[src/rtl/uart_pkg.sv]
// uart_pkg: shared UART types and the baud divisor helper used by uart_rx and uart_tx.
// Contents: rx_state_t receiver FSM states; uart_divisor() clk cycles per bit.
package uart_pkg;

   typedef enum logic [2:0] {IDLE, START, DATA, STOP, BREAK} rx_state_t;

   function automatic int uart_divisor(input int clk_hz, input int baud);
      return clk_hz / baud;
   endfunction

endpackage

[src/rtl/uart_rx_fifo.sv]
// uart_rx_fifo: circular byte FIFO holding received bytes until the consumer pops them.
// Ports: clk, n_reset (async, active-low); push/din write a byte; pop removes the head;
//        dout is the head byte; full/empty report occupancy.
// A push while full is ignored unless a pop happens in the same cycle.
module uart_rx_fifo #(
   parameter int DEPTH = 4
) (
   input  logic       clk,
   input  logic       n_reset,
   input  logic       push,
   input  logic       pop,
   input  logic [7:0] din,
   output logic [7:0] dout,
   output logic       full,
   output logic       empty
);

   localparam int AW = $clog2(DEPTH);

   logic [AW:0] wr_q, wr_d, rd_q, rd_d;
   logic [7:0]  mem_q [DEPTH];
   logic [7:0]  mem_d [DEPTH];
   logic        do_push, do_pop;

   // Pointers carry one extra MSB so equal low bits with differing MSBs means full.
   assign empty = wr_q == rd_q;
   assign full  = (wr_q[AW] != rd_q[AW]) && (wr_q[AW-1:0] == rd_q[AW-1:0]);
   assign dout  = mem_q[rd_q[AW-1:0]];

   always_comb begin
      do_pop  = pop && !empty;
      do_push = push && (!full || do_pop);
      mem_d   = mem_q;
      if (do_push) mem_d[wr_q[AW-1:0]] = din;
      wr_d = wr_q + {{AW{1'b0}}, do_push};
      rd_d = rd_q + {{AW{1'b0}}, do_pop};
   end

   always_ff @(posedge clk or negedge n_reset) begin
      if (!n_reset) begin
         wr_q  <= '0;
         rd_q  <= '0;
         mem_q <= '{default: '0};
      end else begin
         wr_q  <= wr_d;
         rd_q  <= rd_d;
         mem_q <= mem_d;
      end
   end

endmodule

[src/rtl/uart_rx.sv]
// uart_rx: 8N1 UART receiver with mid-bit sampling, buffered valid/ready output and sticky errors.
// Ports: clk, n_reset (async, active-low); rx_pin serial input (idle high);
//        rx_data/rx_valid/rx_ready head-of-buffer handshake; frame_err, overrun sticky flags
//        cleared by err_clr; busy while the receiver is not idle.
// Build option: define UART_RX_FIFO_EN for a FIFO_DEPTH-entry FIFO, otherwise a single holding register.
module uart_rx #(
   parameter int UART_CLK_HZ = 27000000,
   parameter int BAUD_RATE   = 115200,
   parameter int FIFO_DEPTH  = 4
) (
   input  logic       clk,
   input  logic       n_reset,
   input  logic       rx_pin,
   output logic [7:0] rx_data,
   output logic       rx_valid,
   input  logic       rx_ready,
   output logic       frame_err,
   output logic       overrun,
   input  logic       err_clr,
   output logic       busy
);

   import uart_pkg::*;

   localparam int DIVISOR = uart_divisor(UART_CLK_HZ, BAUD_RATE);
   localparam int HALF    = DIVISOR / 2;
   localparam int CW      = $clog2(DIVISOR);
   localparam logic [CW-1:0] DIV_END  = CW'(DIVISOR - 1);
   localparam logic [CW-1:0] HALF_END = CW'(HALF - 1);

   if (FIFO_DEPTH < 2 || (FIFO_DEPTH & (FIFO_DEPTH - 1)) != 0) begin : g_bad_depth
      $error("FIFO_DEPTH must be a power of two and at least 2");
   end

   rx_state_t   state_q, state_d;
   logic [1:0]  sync_q, sync_d;
   logic [CW-1:0] cnt_q, cnt_d;
   logic [2:0]  bit_q, bit_d;
   logic [7:0]  shift_q, shift_d;
   logic        frame_err_q, frame_err_d;
   logic        overrun_q, overrun_d;
   logic        busy_q, busy_d;
   logic        rx_s, push, ferr_set, pop, full;

   assign rx_s = sync_q[1];
   assign pop  = rx_valid && rx_ready;

   always_comb begin
      sync_d   = {sync_q[0], rx_pin};
      state_d  = state_q;
      cnt_d    = cnt_q + 1'b1;
      bit_d    = bit_q;
      shift_d  = shift_q;
      push     = 1'b0;
      ferr_set = 1'b0;
      unique case (state_q)
         IDLE: begin
            cnt_d = '0;
            if (!rx_s) state_d = START;
         end
         START: if (cnt_q == HALF_END) begin
            cnt_d   = '0;
            bit_d   = '0;
            state_d = rx_s ? IDLE : DATA;
         end
         DATA: if (cnt_q == DIV_END) begin
            cnt_d   = '0;
            shift_d = {rx_s, shift_q[7:1]};
            bit_d   = bit_q + 1'b1;
            if (bit_q == 3'd7) state_d = STOP;
         end
         STOP: if (cnt_q == DIV_END) begin
            cnt_d    = '0;
            push     = rx_s;
            ferr_set = !rx_s;
            state_d  = rx_s ? IDLE : BREAK;
         end
         BREAK: begin
            // A low line here is a break or a broken frame, never a new start bit.
            cnt_d = '0;
            if (rx_s) state_d = IDLE;
         end
         default: state_d = IDLE;
      endcase
      busy_d      = state_d != IDLE;
      // Clearing wins over a same-cycle set; that set event is lost.
      frame_err_d = err_clr ? 1'b0 : frame_err_q | ferr_set;
      overrun_d   = err_clr ? 1'b0 : overrun_q | (push && full && !pop);
   end

   always_ff @(posedge clk or negedge n_reset) begin
      if (!n_reset) begin
         state_q     <= IDLE;
         sync_q      <= 2'b11;
         cnt_q       <= '0;
         bit_q       <= '0;
         shift_q     <= '0;
         frame_err_q <= 1'b0;
         overrun_q   <= 1'b0;
         busy_q      <= 1'b0;
      end else begin
         state_q     <= state_d;
         sync_q      <= sync_d;
         cnt_q       <= cnt_d;
         bit_q       <= bit_d;
         shift_q     <= shift_d;
         frame_err_q <= frame_err_d;
         overrun_q   <= overrun_d;
         busy_q      <= busy_d;
      end
   end

   assign frame_err = frame_err_q;
   assign overrun   = overrun_q;
   assign busy      = busy_q;

`ifdef UART_RX_FIFO_EN
   logic empty;

   uart_rx_fifo #(
      .DEPTH (FIFO_DEPTH)
   ) u_fifo (
      .clk     (clk),
      .n_reset (n_reset),
      .push    (push),
      .pop     (pop),
      .din     (shift_q),
      .dout    (rx_data),
      .full    (full),
      .empty   (empty)
   );

   assign rx_valid = !empty;
`else
   logic [7:0] data_q, data_d;
   logic       valid_q, valid_d;

   // A push into a full register only lands if the current byte is popped that cycle.
   always_comb begin
      data_d  = (push && (!valid_q || pop)) ? shift_q : data_q;
      valid_d = push || (valid_q && !pop);
   end

   always_ff @(posedge clk or negedge n_reset) begin
      if (!n_reset) begin
         data_q  <= '0;
         valid_q <= 1'b0;
      end else begin
         data_q  <= data_d;
         valid_q <= valid_d;
      end
   end

   assign full     = valid_q;
   assign rx_data  = data_q;
   assign rx_valid = valid_q;
`endif

endmodule

[config.mk]
export PLATFORM = sky130hd
export DESIGN_NAME = uart_rx
export DESIGN_NICKNAME = d
export VERILOG_FILES = /design/src/rtl/uart_pkg.sv /design/src/rtl/uart_rx_fifo.sv /design/src/rtl/uart_rx.sv
export SDC_FILE = /design/constraint.sdc
export NUM_CORES = 1
export LEC_CHECK = 0
export CORE_UTILIZATION = 60
export CTS_BUF_LIST = sky130_fd_sc_hd__clkbuf_4
export DETAILED_ROUTE_END_ITERATION = 10
export PLACE_DENSITY = 0.84
export SYNTH_ARGS = -nofsm -noshare
export SYNTH_HDL_FRONTEND = slang
export SYNTH_SLANG_ARGS = --single-unit
[constraint.sdc]
create_clock -name clk -period 6.8 [get_ports clk]
set_clock_uncertainty 0.15 [all_clocks]
set_input_delay 2.04 -clock clk [delete_from_list [all_inputs] [get_ports clk]]
set_output_delay 2.04 -clock clk [all_outputs]
set_load 0.03 [all_outputs]
; Word-level counts from Yosys, hierarchy flattened
; Index checks and enable logic that the tools add are counted.
[word_totals]
regBits = 36
out_inout_bits = 12
in_bits = 5
[op_classes]
n_addsub = 2
mux = 21
reduce_logical = 17
bitwise = 2
eq_ne = 9
[op_table]
columns = operator, count
row1 = 3-bit two-way mux, 9
row2 = 8-bit one-hot mux with 3 select lines, 1
row3 = 8-bit two-way mux, 2
row4 = 3-bit one-hot mux with 5 select lines, 1
row5 = "8-bit by 1-bit adder with 8-bit output, second input constant", 1
row6 = "8-bit by 7-bit == test with 1-bit output, second input constant", 1
row7 = "8-bit == test, second input constant", 1
row8 = "3-bit by 2-bit == test with 1-bit output, second input constant", 2
row9 = "3-bit == test, second input constant", 2
row10 = 1-bit two-way mux, 6
row11 = 3-bit one-hot mux with 2 select lines, 1
row12 = 1-bit logical AND, 5
row13 = "2-bit != test, second input constant", 2
row14 = 2-bit OR reduction, 2
row15 = "3-bit by 1-bit adder with 3-bit output, second input constant", 1
row16 = "3-bit by 1-bit == test with 1-bit output, second input constant", 1
row17 = 1-bit logical NOT, 3
row18 = 3-bit logical NOT, 1
row19 = 3-bit AND reduction, 1
row20 = 3-bit nonzero test, 1
row21 = 1-bit logical OR, 2
row22 = 2-bit two-way mux, 1
row23 = 1-bit bitwise OR, 2
row24 = 2-bit AND reduction, 1
row25 = 2-bit nonzero test, 1

; Logic depth before layout (Yosys ltp)
; Gate-level depths: netlist of the first run.
[depth]
word_depth = 7
ltp_mapped = 7
ltp_nobuf = 6

; Worst setup path before layout of the first run
; No wires, ideal clock.
[synth_timing]
path_kind = input -> register
from = in rx_ready
to = reg data_q[0], in the netlist rx_data[0]
path_buffers = 0
path_stages = 3
t_required_ns = 6.525
slack_ns = 3.593
t_arrival_ns = 2.932
cell_sequence = nor2b_1 > nor4b_4 > mux2_2
[synth_via]
elab_chain_cells = 3
[synth_rtl]
columns = item, line
row1 = from (decl), uart_rx.sv:16  ; input logic rx_ready,
row2 = 1-bit logical AND, uart_rx.sv:46  ; assign pop = rx_valid && rx_ready;
row3 = 1-bit logical OR, uart_rx.sv:140  ; data_d = (push && (!valid_q || pop)) ? shift_q : data_q;
row4 = 1-bit logical AND, uart_rx.sv:140
row5 = to (signal assigned), uart_rx.sv:149  ; data_q <= data_d;
row6 = to (decl), uart_rx.sv:135  ; logic [7:0] data_q, data_d;
; No other way between the ends.
; A chain may end at the register's enable or synchronous reset.

; Final worst setup path of the first run
[layout_timing]
from = reg data_q[0], in the netlist rx_data[0]
to = out rx_data[0]
[layout_rtl]
columns = item, line
row1 = to (decl), uart_rx.sv:14  ; output logic [7:0] rx_data,
; No word-level cell between the ends.

==> results.json, run 1 <==
{
  "status": "complete, no violations",
  "area_delta_synth_final_pct": 16.0,
  "cts_tree": "done",
  "grt_util_all_layers": 0.249,
  "core_area_um2": 2480,
  "finalInstanceArea_um2": 1840,
  "critPathLaunchType": "flop",
  "synth_seq_area_share": 0.570,
  "worst_pin_slew_ns": 0.732,
  "yosysUniqueCellTypes": 34,
  "io_buffers": 16,
  "synthCells": 130,
  "htree_levels": 2,
  "crit_fanout": 2,
  "crit_family": "buffers and inverters",
  "p_seq_frac": 0.643,
  "cellPowerDensity_nw_per_um2": 183,
  "setup_viol_count_final": 0,
  "final-max-slew-violation-count": 0,
  "syn_avg_cell_area_um2": 12.2,
  "rr_worst_depth": 6,
  "cts_hold_buf": 0,
  "drtIter0Drc": 15,
  "wire_per_inst_um": 15.5,
  "min_to": "sync_q[1]",
  "numCtsBuffers": 5,
  "start_util": 0.640,
  "most-common-layout-cells": "dfrtp_1 (34), nor2_1 (17), mux2_2 (17)",
  "ios": 17,
  "fill_cells": 170,
  "intPower_uw": 262,
  "critPathBufInv": 1,
  "synth-seq-cells": 36,
  "rsz0062_at_grt": "no",
  "die_y_um": 53.4,
  "first_pass_iters": 4,
  "hold_viol_final": 0,
  "comb_power_share": 0.021,
  "via_per_inst": 5.78,
  "end_kind": "primary output",
  "clockRootBuffer": "clkbuf_4",
  "grt_max_degree": 37,
  "cp.required_ns": 4.61,
  "crit_slowest_cell": "clkdlybuf4s50_1",
  "postCtsSetupRepairBufs": 0,
  "cpPeakStageDelay_ns": 0.68,
  "die_w_um": 53.4,
  "die_area_um2": 2850,
  "setup_tns_ns": 0,
  "max_freq_mhz": 279,
  "cap_violations": 0,
  "syn_nets": 140,
  "wl_mm": 2.84,
  "period_share": 0.526,
  "nets": 162,
  "min_from": "sync_q[0]",
  "place_area_um2": 1780,
  "antenna_found_initial": 0,
  "hpwl_mm": 2.08,
  "path_class": "flop to primary output",
  "ctsResizeCount": 0,
  "yosys_warnings": 0,
  "vias": 1057,
  "period_needed_ns": 3.58,
  "grt_pass1_vias": 1101,
  "timing.rr.start": "cnt_q[1]",
  "path_clk_slew_ns": 0.10,
  "clockPowerShare": 0.336,
  "switchingPower_uw": 74.2,
  "grt_pass1_wl_mm": 4.85,
  "ant_nets": 0,
  "p_leak_uw": 0.000842,
  "layout_commonest_cell": "dfrtp_1",
  "maxSlewHeadroom": 0.510,
  "cts_sinks": 36,
  "hold_path_depth": 0,
  "finalPower_uw": 336,
  "cp_cell_sequence": "clkdlybuf4s50_1",
  "drive_gt1_frac": 0.203,
  "worst_ep_arrival_time_ns": 1.39,
  "drcViolationCount": 0,
  "vdd_drop_max_mv": 0.208,
  "grt-ovfl-total": 0,
  "synthesis.area_um2": 1590,
  "swShare": 0.221,
  "min_path_type": "flop to flop",
  "cts_buffer_depth": 2,
  "rows": 18,
  "gp_congestion": 0.759,
  "insertedDiodeCount": 0,
  "worstReg2RegEnd": "shift_q[5]",
  "clock_latency_ns": 0.34,
  "rrSetupSlack_ns": 4.32
}
==> per-layer routing <==
metal	vias up	global-route usage	wire length, um
li1	497	-	-
met4	0	0.118	58
met2	31	0.415	1450
met5	-	0	0
met3	8	0.0718	115
met1	521	0.292	1220
==> kinds of logic (layout without fill, tap and decap cells) <==
logic type | Yosys count | after routing | synth area share
AND/OR/NAND/NOR | 46 | 46 | 0.155
flip-flops | 36 | 36 | 0.570
multiplexers | 19 | 19 | 0.133
AO/OA/AOI/OAI | 10 | 10 | 0.0497
buffers and inverters | 8 | 31 | 0.0197
XOR/XNOR | 6 | 6 | 0.0331
adder cells (fa/ha/maj) | 5 | 5 | 0.0395
==> power by group through the flow <==
| stage | clock network, uW | registers, uW | logic [uW] |
|---|---|---|---|
| 6_report | 113 | 216 | 6.91 |
| 5_1_grt | 126 | 216 | 8.18 |
| 4_1_cts | 116 | 216 | 7.24 |
| 3_5_place_dp | 0 | 220 | 7.19 |
| 3_3_place_gp | 0 | 220 | 7.00 |
| 2_1_floorplan | 0 | 220 | 0.240 |
==> cell type report <==
type	instances	area [um^2]	area share
clock buffer	6	45.0	0.0245
clock inverter	2	12.5	0.00680
inverter	6	22.5	0.0122
multi-input combinational	86	651	0.354
sequential	36	903	0.491
tap	30	37.5	0.0204
timing repair buffer	17	168	0.0912
==> worst max path at each step <==
stage               start    endpoint  slack, ns  cells after the start
5_1_grt        rx_data[4]  rx_data[4]       3.17                      1
2_1_floorplan    rx_ready  rx_data[0]       3.59                      3
3_3_place_gp     rx_ready  rx_data[4]       3.01                      4
6_report       rx_data[0]  rx_data[0]       3.22                      1
4_1_cts        rx_data[0]  rx_data[0]       3.21                      1
3_5_place_dp     rx_ready  rx_data[4]       2.96                      4
==> state kept, by name, indices dropped and copies added, names as in the netlist <==
register   flops
bit_q          3
busy           1
cnt_q          8
frame_err      1
overrun        1
rx_data        8
rx_valid       1
shift_q        8
state_q        3
sync_q         2
==> cells in the mapped netlist, drive strengths merged <==
master / count / area share
a21oi: 2 / 0.0063
a2bb2oi: 1 / 0.0055
a31o: 1 / 0.0055
a32oi: 1 / 0.0055
a41oi: 1 / 0.0055
and3: 1 / 0.0039
buf: 1 / 0.0032
clkbuf: 1 / 0.0024
dfrtp: 34 / 0.54
dfstp: 2 / 0.033
ha: 5 / 0.039
inv: 6 / 0.014
mux2: 17 / 0.12
mux2i: 2 / 0.013
nand2: 10 / 0.024
nand2b: 1 / 0.0039
nand3: 4 / 0.013
nand3b: 1 / 0.0047
nand4b: 1 / 0.0055
nand4bb: 1 / 0.0071
nor2: 17 / 0.040
nor2b: 2 / 0.0079
nor3: 4 / 0.016
nor4: 1 / 0.0039
nor4b: 1 / 0.015
nor4bb: 1 / 0.0063
o221ai: 1 / 0.0055
o2bb2ai: 1 / 0.0055
o31ai: 1 / 0.0047
o41ai: 1 / 0.0055
or3: 1 / 0.0039
xnor2: 4 / 0.022
xor2: 2 / 0.011
==> metrics by stage <==
stage,std cells,worst slack [ns],hold slack [ns],utilization
after global routing,183,3.17,0.228,0.742
after CTS,183,3.21,0.219,0.742
after global placement,175,3.01,0.197,0.719
after detailed placement,175,2.96,0.204,0.719
final,183,3.22,0.219,0.742
after floorplan,130,3.59,0.195,-
(Power assumes the default switching activity.)
==> run 2, diff against run 1 <==
--- a/config.mk
+++ b/config.mk
@@ -5,10 +5,10 @@
 export SDC_FILE = /design/constraint.sdc
 export NUM_CORES = 1
 export LEC_CHECK = 0
-export CORE_UTILIZATION = 60
+export CORE_UTILIZATION = 57
 export CTS_BUF_LIST = sky130_fd_sc_hd__clkbuf_4
 export DETAILED_ROUTE_END_ITERATION = 10
-export PLACE_DENSITY = 0.84
+export PLACE_DENSITY = 0.8
 export SYNTH_ARGS = -nofsm -noshare
 export SYNTH_HDL_FRONTEND = slang
 export SYNTH_SLANG_ARGS = --single-unit
==> constraint.sdc (replaced) <==
create_clock -name clk -period 3.5 [get_ports clk]
set_clock_uncertainty 0.15 [all_clocks]
set_input_delay 1.05 -clock clk [delete_from_list [all_inputs] [get_ports clk]]
set_output_delay 1.05 -clock clk [all_outputs]
set_load 0.03 [all_outputs]
==> results.json, run 2 (synthesized netlist as in run 1, its figures left out) <==
{
  "drive_gt1_frac": 0.196,
  "postCtsSetupRepairBufs": 0,
  "wl_mm": 2.76,
  "core_area_um2": 2540,
  "grt_pass1_wl_mm": 4.51,
  "crit_fanout": 2,
  "cp_cell_sequence": "clkdlybuf4s50_1",
  "critPathBufInv": 1,
  "io_buffers": 16,
  "grt_pass1_vias": 1065,
  "hpwl_mm": 1.99,
  "hold_viol_final": 0,
  "drcViolationCount": 0,
  "most-common-layout-cells": "dfrtp_1 (34), nor2_1 (17), mux2_2 (17)",
  "period_share": 0.746,
  "preCtsSetupSlack_ns": 0.663,
  "vias": 1034,
  "setup_viol_count_final": 0,
  "ios": 17,
  "via_per_inst": 5.65,
  "cap_violations": 0,
  "final-max-slew-violation-count": 0,
  "crit_slowest_cell": "clkdlybuf4s50_1",
  "period_needed_ns": 2.61,
  "min_to": "sync_q[1]",
  "cp.required_ns": 2.30,
  "ant_nets": 0,
  "setup_slack_ns": 0.889,
  "setup_tns_ns": 0,
  "first_pass_iters": 4,
  "cts_hold_buf": 0,
  "cts_buffer_depth": 2,
  "cts_sinks": 36,
  "cts_tree": "done",
  "drtIter0Drc": 23,
  "worstReg2RegEnd": "rx_data[3]",
  "wire_per_inst_um": 15.1,
  "finalPower_uw": 653,
  "grt-ovfl-total": 0,
  "gp_congestion": 0.818,
  "maxSlewHeadroom": 0.532,
  "min_from": "sync_q[0]",
  "insertedDiodeCount": 0,
  "vdd_drop_max_mv": 0.329,
  "worst_pin_slew_ns": 0.698,
  "status": "complete, no violations",
  "start_util": 0.623,
  "p_leak_uw": 0.000835,
  "stdcell_count": 183,
  "worst_ep_arrival_time_ns": 1.41,
  "ctsResizeCount": 0,
  "die_area_um2": 3000,
  "path_class": "flop to primary output",
  "die_w_um": 54.7,
  "cellPowerDensity_nw_per_um2": 355,
  "die_y_um": 54.7,
  "grt_util_all_layers": 0.225,
  "layout_commonest_cell": "dfrtp_1",
  "dp_cells": 175,
  "rrSetupSlack_ns": 1.01,
  "critPathLaunchType": "flop",
  "htree_levels": 2,
  "numCtsBuffers": 5,
  "min_path_type": "flop to flop",
  "path_clk_slew_ns": 0.11,
  "max_freq_mhz": 383,
  "hold_path_depth": 0,
  "clock_latency_ns": 0.35,
  "crit_family": "buffers and inverters",
  "end_kind": "primary output",
  "nets": 162,
  "timing.rr.start": "cnt_q[1]",
  "grt_max_degree": 37,
  "clockRootBuffer": "clkbuf_4",
  "rows": 18,
  "rr_worst_depth": 6,
  "antenna_found_initial": 0,
  "cpPeakStageDelay_ns": 0.69,
  "area_delta_synth_final_pct": 15.9,
  "rsz0062_at_grt": "no"
}
==> run 2: layout make-up <==
type | count | area [um^2]
Timing Repair Buffer | 17 | 168
Clock inverter | 3 | 18.8
Tap cell | 30 | 37.5
Fill cell | 193 | 707
Sequential cell | 36 | 903
Clock buffer | 5 | 37.5
Inverter | 6 | 22.5
Multi-Input combinational cell | 86 | 651
==> run 2: routing by layer <==
layer / track usage / vias to the layer above / part of all wire
met5: 0 / - / 0
met4: 0.171 / 0 / 0.015
met3: 0.0667 / 4 / 0.044
met2: 0.351 / 18 / 0.51
met1: 0.257 / 513 / 0.43
li1: - / 499 / -
==> run 2: stage by stage <==
step	util	cell area [um^2]	hold slack (ns)
after floorplan	-	1590	0.195
after global placement	0.700	1780	0.197
after detailed placement	0.700	1780	0.202
after CTS	0.722	1840	0.218
after global routing	0.722	1840	0.223
final	0.722	1840	0.215
==> run 2: how the worst max path moves through the flow <==
stage	endpoint	slack, ns	from	cells after the start
after global placement	rx_data[4]	0.71	rx_ready	4
after global routing	frame_err	0.85	frame_err	1
after detailed placement	rx_data[3]	0.66	rx_ready	4
after floorplan	rx_data[0]	1.25	cnt_q[1]	7
final	frame_err	0.89	frame_err	1
after CTS	rx_data[6]	0.88	rx_data[6]	1
==> run 2: where the power goes <==
| part | internal [uW] | leakage (uW) | switching (uW) |
|---|---|---|---|
| sequential | 418 | 0.000476 | 1.53 |
| combinational | 5.07 | 0.000334 | 8.11 |
| clock | 75.5 | 0.0000249 | 145 |
| total | 498 | 0.000835 | 154 |
==> run 3, diff against run 2 <==
==> constraint.sdc (replaced) <==
create_clock -name clk -period 2.7 [get_ports clk]
set_clock_uncertainty 0.15 [all_clocks]
set_input_delay 0.81 -clock clk [delete_from_list [all_inputs] [get_ports clk]]
set_output_delay 0.81 -clock clk [all_outputs]
set_load 0.03 [all_outputs]
==> results.json, run 3 (synthesized netlist as in run 1, its figures left out) <==
{
  "status": "complete, no violations",
  "via_per_inst": 5.65,
  "antenna_found_initial": 0,
  "critPathLaunchType": "flop",
  "drcViolationCount": 0,
  "min_path_type": "flop to flop",
  "gp_congestion": 0.833,
  "die_y_um": 54.7,
  "vdd_drop_max_mv": 0.471,
  "clockRootBuffer": "clkbuf_4",
  "insertedDiodeCount": 0,
  "cts_tree": "done",
  "cts_hold_buf": 0,
  "start_util": 0.623,
  "path_class": "flop to primary output",
  "swShare": 0.227,
  "clockPowerShare": 0.326,
  "cpPeakStageDelay_ns": 0.70,
  "cp_cell_sequence": "clkdlybuf4s50_1",
  "worst_pin_slew_ns": 0.699,
  "nets": 165,
  "end_kind": "primary output",
  "period_share": 0.875,
  "place_area_um2": 1800,
  "crit_fanout": 2,
  "cp.required_ns": 1.74,
  "grt_pass1_vias": 995,
  "vias": 1051,
  "grt_max_degree": 37,
  "cts_sinks": 36,
  "finalInstanceArea_um2": 1860,
  "maxSlewHeadroom": 0.534,
  "stdcell_count": 186,
  "grt_util_all_layers": 0.229,
  "wl_mm": 2.78,
  "htree_levels": 2,
  "ctsResizeCount": 0,
  "preCtsSetupSlack_ns": 0.253,
  "switchingPower_uw": 189,
  "worst_ep_arrival_time_ns": 1.40,
  "drtIter0Drc": 23,
  "cellPowerDensity_nw_per_um2": 449,
  "most-common-layout-cells": "dfrtp_1 (34), nor2_1 (17), mux2_2 (17)",
  "die_area_um2": 3000,
  "drive_gt1_frac": 0.212,
  "p_leak_uw": 0.000859,
  "period_needed_ns": 2.36,
  "hold-worst-slack_ns": 0.212,
  "critPathBufInv": 1,
  "area_delta_synth_final_pct": 17.0,
  "hold_viol_final": 0,
  "hpwl_mm": 2.00,
  "cts_buffer_depth": 2,
  "rows": 18,
  "grt-ovfl-total": 0,
  "ant_nets": 0,
  "wire_per_inst_um": 14.9,
  "io_buffers": 16,
  "dp_cells": 178,
  "p_seq_frac": 0.653,
  "crit_family": "buffers and inverters",
  "first_pass_iters": 4,
  "path_clk_slew_ns": 0.10,
  "intPower_uw": 644,
  "comb_power_share": 0.021,
  "postCtsSetupRepairBufs": 0,
  "core_area_um2": 2540,
  "setup_tns_ns": 0,
  "layout_commonest_cell": "dfrtp_1",
  "numCtsBuffers": 5,
  "rsz0062_at_grt": "no",
  "clock_latency_ns": 0.34,
  "cap_violations": 0,
  "ios": 17,
  "final-max-slew-violation-count": 0,
  "max_freq_mhz": 423,
  "die_w_um": 54.7,
  "setup_viol_count_final": 0,
  "fill_cells": 197,
  "grt_pass1_wl_mm": 4.51,
  "setup_slack_ns": 0.338,
  "crit_slowest_cell": "clkdlybuf4s50_1"
}
[run 3: changes by cell type in the layout (fill, tap and decap cells not counted)]
cell,before,now
clkinvlp_4,2,0
clkinv_2,0,2
buf_4,1,4
[run 3: worst paths after layout]
check	from	endpoint	slack, ns	cells past startpoint
setup / recovery	frame_err	frame_err	0.34	1
hold / removal	sync_q[0]	sync_q[1]	0.21	0
setup reg to reg	cnt_q[1]	rx_data[0]	0.38	7
hold reg to reg	sync_q[0]	sync_q[1]	0.21	0
max in group asynchronous	n_reset	sync_q[0]	1.34	2
min in group asynchronous	n_reset	cnt_q[5]	0.72	2
[run 3: cell type report]
class | count | area [um^2] | area share
Timing Repair Buffer | 20 | 190 | 0.102
Sequential cell | 36 | 903 | 0.487
Clock inverter | 3 | 13.8 | 0.00742
Clock buffer | 5 | 37.5 | 0.0202
Multi-Input combinational cell | 86 | 651 | 0.351
Tap cell | 30 | 37.5 | 0.0202
Inverter | 6 | 22.5 | 0.0121
[run 3: stage by stage]
stage / total power (uW) / utilization
2_1_floorplan: 554 / -
3_3_place_gp: 572 / 0.709
3_5_place_dp: 572 / 0.709
4_1_cts: 840 / 0.729
5_1_grt: 863 / 0.729
6_report: 832 / 0.729
[run 3: power groups by stage]
stage	Sequential, uW	Combinational [uW]	Clock [uW]
after global routing	544	20.3	299
after global placement	554	17.7	0
after floorplan	554	0.605	0
after detailed placement	554	18.1	0
final	544	17.4	271
after CTS	544	18.0	278
[run 3: routing by layer]
layer  routed length [um]  up-vias  track usage  part of all wire
li1                     -      508            -                 -
met1                 1250      508        0.284              0.45
met2                 1320       28        0.347              0.48
met3                  149        7       0.0833             0.054
met4                   55        0        0.115             0.020
met5                    0        -            0                 0
